==> config.mk <==
export PLATFORM = sky130hd
export DESIGN_NAME = mod_updown_counter
export DESIGN_NICKNAME = d
export VERILOG_FILES = /design/src/rtl/mod_updown_counter.sv
export SDC_FILE = /design/constraint.sdc
export NUM_CORES = 1
export LEC_CHECK = 0
export CORE_AREA = 5 5 42 44
export CTS_BUF_LIST = sky130_fd_sc_hd__clkbuf_8
export DETAILED_ROUTE_END_ITERATION = 8
export DIE_AREA = 0 0 47 49
export GPL_ROUTABILITY_DRIVEN = 0
export MAX_ROUTING_LAYER = met4
export PLACE_DENSITY = 0.71
export SYNTH_ARGS = -nofsm -noshare
export SYNTH_HDL_FRONTEND = slang
export SYNTH_SLANG_ARGS = --single-unit
export TNS_END_PERCENT = 1
==> constraint.sdc <==
create_clock -name clk -period 1.4 [get_ports clk]
set_input_delay 0.14 -clock clk [delete_from_list [all_inputs] [get_ports clk]]
set_output_delay 0.14 -clock clk [all_outputs]
set_load 0.01 [all_outputs]
==> src/rtl/mod_updown_counter.sv <==
// mod_updown_counter: modulo-N up/down counter with clear, clamped load, wrap/saturate mode and cascade tc.
module mod_updown_counter #(
  parameter int WIDTH     = 4,
  parameter int MODULUS   = 10,
  parameter int SATURATE  = 0,
  parameter int RESET_VAL = 0
) (
  input  logic             clk,
  input  logic             rst,
  input  logic             en,
  input  logic             up,
  input  logic             clr,
  input  logic             load,
  input  logic [WIDTH-1:0] load_val,
  output logic [WIDTH-1:0] count,
  output logic             tc,
  output logic             ovf
);
  localparam logic [WIDTH-1:0] MAX   = WIDTH'(MODULUS - 1);
  localparam logic [WIDTH-1:0] RST_V = WIDTH'(RESET_VAL);
  localparam logic [WIDTH:0]   MOD_W = (WIDTH + 1)'(MODULUS);
  generate
    if (MODULUS < 2 || MODULUS > 2 ** WIDTH || RESET_VAL < 0 || RESET_VAL >= MODULUS) begin : g_bad
      $error("mod_updown_counter: illegal MODULUS/RESET_VAL for WIDTH");
    end
  endgenerate
  logic             at_bound;
  logic             over;
  logic [WIDTH-1:0] step;
  always_comb begin
    at_bound = up ? (count == MAX) : (count == '0);
    over     = {1'b0, load_val} >= MOD_W;
    step     = up ? (at_bound ? ((SATURATE != 0) ? count : '0) : count + 1'b1)
                  : (at_bound ? ((SATURATE != 0) ? count : MAX) : count - 1'b1);
    tc       = en & ~rst & ~clr & ~load & at_bound;
  end
  always_ff @(posedge clk) begin
    if (rst || clr) begin
      count <= RST_V;
      ovf   <= 1'b0;
    end else if (load) begin
      count <= over ? MAX : load_val;
      if (over) ovf <= 1'b1;
    end else if (en) begin
      count <= step;
      if (at_bound) ovf <= 1'b1;
    end
  end
endmodule
# [Word-level counts from Yosys, hierarchy flattened]
# Cells that the tools add are included.
[classes] add_sub_neg=2 magnitude_cmp=1 eq_ne=2 muxes=11 bitwise=7 reduce_logical=5
[ops] cell="2-to-1 mux 4 bit" count=6
[ops] cell="2-to-1 mux 1 bit" count=5
[ops] cell="adder 4 x 1 -> 4 bit (second input constant)" count=1
[ops] cell="AND 1 bit" count=4
[ops] cell="equality test 4 bit (second input constant)" count=1
[ops] cell=">= comparator 4 bit (second input constant)" count=1
[ops] cell="logical NOT 4 bit" count=1
[ops] cell="nonzero test 2 bit" count=2
[ops] cell="subtractor 4 x 1 -> 4 bit (second input constant)" count=1
[ops] cell="NOT 1 bit" count=3
[ops] cell="AND reduction 3 bit" count=1
[ops] cell="inequality test 2 x 1 -> 1 bit (second input constant)" count=1
[ops] cell="logical OR 1 bit" count=1
[totals] register_bits=5 elab_cells=30

# [Longest topological paths before layout]
[depth] ltp_word=6 mapped_depth=6

# [Worst setup path after synthesis]
# No wires, ideal clock.
[synth_path] path_kind="register to register" startpoint="register count[0]" endpoint="register ovf" setup_time_ns=0.120 arrival_ns=1.431 path_slack_ns=-0.151 stages_incl_launch_ff=7 n_path_buf=0 synth_period_minus_slack_ns=1.551 cell_sequence="dfxtp_1 > inv_1 > ha_1 > nor3b_2 > o21ai_2 > nor3b_1 > o31a_1"
[synth_via] elab_chain_cells=4 word_cells_on_any_way=5
[synth_rtl] item="start, declared" line_no="15" text="output logic [WIDTH-1:0] count,"
[synth_rtl] item="start signal, assigned" line_no="42" text="count <= over ? MAX : load_val;"
[synth_rtl] item="start signal, assigned" line_no="45" text="count <= step;"
[synth_rtl] item="equality test 4 bit / logical NOT 4 bit (equally long branches)" line_no="31" text="at_bound = up ? (count == MAX) : (count == '0);"
[synth_rtl] item="2-to-1 mux 1 bit *" line_no="31"
[synth_rtl] item="nonzero test 2 bit (no source line) *"
[synth_rtl] item="AND reduction 3 bit (no source line) *"
[synth_rtl] item="end signal, assigned" line_no="40" text="ovf <= 1'b0;"
[synth_rtl] item="end signal, assigned" line_no="43" text="if (over) ovf <= 1'b1;"
[synth_rtl] item="end signal, assigned" line_no="46" text="if (at_bound) ovf <= 1'b1;"
[synth_rtl] item="end, declared" line_no="17" text="output logic ovf"
# Every way passes the cells marked *; elsewhere a longest branch is shown, timed or not.
# A chain may end at the register's enable or synchronous reset.

# [Final worst setup path]
[layout_path] startpoint="register count[1]" endpoint="output port tc"
[layout_via] elab_chain_cells=3 word_cells_on_any_way=4
[layout_rtl] item="equality test 4 bit / logical NOT 4 bit (equally long branches)" line_no="31"
[layout_rtl] item="2-to-1 mux 1 bit *" line_no="31"
[layout_rtl] item="AND 1 bit *" line_no="35" text="tc = en & ~rst & ~clr & ~load & at_bound;"
[layout_rtl] item="end, declared" line_no="16" text="output logic tc,"
# Marked as above.

==> impl_metrics.py <==
metrics = {
    "cells_and_area": {
        "drive_gt1_share_pct": 36.6,
        "stdcell_count": 109,
        "final_area_sq_um": 847,
        "fillers": 141,
        "num_antenna_cells": 0,
        "area_growth_pct": 78.6,
        "final_nets": 107,
    },
    "hold_path": {
        "hp-class": "flip-flop to flip-flop",
    },
    "setup_path": {
        "endpoint_kind": "output port",
        "endpoint": "tc",
        "worstPathArrival_ps": 1310,
        "startpoint": "count[1]",
        "path_max_fanout": 3,
        "crit-reg2reg-launch": "count[0]",
        "worstPathRequired_ps": 1260,
        "r2r-end": "count[0]",
        "rr_worst_depth": 7,
        "start_kind": "flip-flop",
        "critical_path_class": "flip-flop to output port",
        "ff2ff_setup_slack_ps": -10,
    },
    "sta": {
        "finalSetupViolations": 2,
        "worstMarginPinSlew_ps": 343,
        "max_slew_margin_pct": 76.8,
        "post-route-period-util_pct": 104,
        "fmax_mhz": 688,
        "setup_ws_ps": -52.7,
        "slew_violations": 0,
        "rsz0062_at_grt": "yes",
        "hold_viol_final": 0,
        "fin_worst_skew_ps": 2.57,
        "min_period_ps": 1450,
    },
    "clock_network": {
        "cts_buffers": 3,
        "cts_tree": "yes",
        "htreeDepth": 1,
        "cts_num_sinks": 5,
        "clock_latency_ps": 220,
        "cts_root_buffer": "clkbuf_8",
        "clkTransAtPathRegs_ps": 30,
        "cts_buffer_depth": 2,
    },
    "floorplanning": {
        "die_w_um": 47,
        "io_pins": 16,
        "dieArea_sq_um": 2300,
        "start_util_pct": 33.8,
        "row_count": 14,
        "coreArea_sq_um": 1400,
        "die_h_um": 49,
    },
    "place": {
        "port-buffer-count": 15,
        "placed_cells": 102,
        "place_ws_ps": -353,
        "place_area_sq_um": 722,
        "place_hpwl_um": 1080,
    },
    "power": {
        "cellLeakagePower_nw": 0.382,
        "switching_share_pct": 27.3,
        "powerDensity_nw_per_um2": 731,
        "p_sw_uw": 169,
        "comb_power_share_pct": 31.8,
        "vdd.ir_drop.worst_uv": 534,
        "power_frac_seq_pct": 25.6,
        "p_clk_share_pct": 42.6,
        "p_int_uw": 450,
    },
    "yosys": {
        "avgSynthCellArea_sq_um": 7.77,
        "synth_top_area_share_pct": 21.1,
        "synth_commonest_cells": "inv_1, o21ai_0, nor2_1",
        "synth_edf_count": 0,
        "synthTopCellsByArea": "dfxtp_1, ha_1, o21ai_0",
        "async_flop_share_pct": 0,
        "synth_fp_nets": 74,
        "synthFlopType": "dfxtp_1",
        "ys_ff_latch": 5,
        "yosysUniqueCellTypes": 30,
        "synth_cells": 61,
        "synth_largest_area_cell": "dfxtp_1",
        "ys_warn_count": 0,
        "synth_seq_area_share_pct": 21.1,
        "netlist_area_sq_um": 474,
    },
    "run_status": {
        "outcome": "finished, violations left",
        "failed_checks": "setup timing",
    },
    "drt": {
        "drt_first_pass_iters": 4,
        "first_iter_violations": 3,
        "ant_nets": 0,
        "drc_errors": 0,
        "avgRoutedWirePerCell_um": 13.3,
        "vias": 575,
        "finalWirelength_um": 1450,
        "avgViaCountPerCell": 5.28,
    },
    "run": {
        "maxCapViolCount": 0,
    },
    "global_route": {
        "grt_max_degree": 11,
        "grt_usage_pct": 14.3,
        "overflow": 0,
        "antenna_found_initial": 0,
        "grt_pass1_wl_um": 2310,
        "grt_pass1_vias": 537,
    },
}
layout by cell type (no fill, tap or decap), types with 2 or more instances in the layout:
master and count:
nor2_1 6, dfxtp_4 2, clkdlybuf4s50_1 10, o21ai_0 6, dlymetal6s2s_1 2, ha_4 2
nor3b_1 2, nand3_1 4, a21oi_1 3, nand3b_1 2, dlygate4sd2_1 2, inv_1 6
buf_4 16, dfxtp_1 2, clkbuf_8 3
metal layers:
metal | GRT usage (%) | up-vias | part of all wire, %
li1 | - | 289 | -
met5 | - | - | 0
met1 | 16.8 | 262 | 43
met3 | 3.32 | 7 | 5.7
met4 | 9.68 | 0 | 3.5
met2 | 20.8 | 17 | 48
repair_timing:
action                                  4_1_cts  5_1_grt
setup buffers                                 1        2
hold buffers                                  0        0
resized for setup                            15        8
pin swaps                                     3        5
endpoints found under the setup margin        5        6
endpoints found under the hold margin         0        0
final cells by class:
type / instances / area (sq um) / share of cell area [%]
Sequential cell: 5 / 109 / 12.9
Inverter: 7 / 33.8 / 3.99
Multi-Input combinational cell: 46 / 372 / 43.9
Tap cell: 16 / 20.0 / 2.36
Clock inverter: 1 / 3.75 / 0.443
Clock buffer: 3 / 41.3 / 4.87
Timing Repair Buffer: 31 / 268 / 31.6
worst min path at each step:
stage	from	to	slack, ps	cells past startpoint
after floorplan	load	count[0]	310	1
after global placement	ovf	ovf	470	1
after detailed placement	ovf	ovf	470	1
after CTS	ovf	ovf	480	1
after global routing	ovf	ovf	510	1
final	ovf	ovf	480	1
logic make-up (layout without fill, tap and decap cells):
logic type               after synthesis  after routing  synth area share [%]
AO/OA/AOI/OAI                         21             21                  30.6
AND/OR/NAND/NOR                       20             20                  25.1
buffers and inverters                 10             42                  11.3
flip-flops                             5              5                  21.1
adder cells (fa/ha/maj)                3              3                  7.92
XOR/XNOR                               1              1                  1.85
multiplexers                           1              1                  2.11
critical path, cell delays in order (launching register included):
cell	delay [ps]
dfxtp_4	360
inv_6	40
ha_4	150
and3_4	170
o21ai_4	170
nor2_1	70
buf_2	140
registers in the layout, indices dropped and copies added, names as in the netlist:
signal and count:
count 4, ovf 1
through the flow:
stage	setup TNS (ps)	hold slack [ps]	power [mW]	utilization, %
final	-65.7	478	0.619	60.4
after global routing	-248	507	0.654	60.4
after CTS	-36.9	484	0.610	57.1
after detailed placement	-668	469	0.327	51.5
after global placement	-566	473	0.324	51.5
after floorplan	0	308	0.244	-
power by group through the flow:
stage	logic (mW)	registers (mW)	clock network, mW
after floorplan	0.0805	0.163	0
after global placement	0.168	0.156	0
after detailed placement	0.170	0.156	0
after CTS	0.183	0.156	0.271
after global routing	0.215	0.160	0.280
final	0.197	0.159	0.264
No activity file was read; power rests on OpenSTA's default activity.
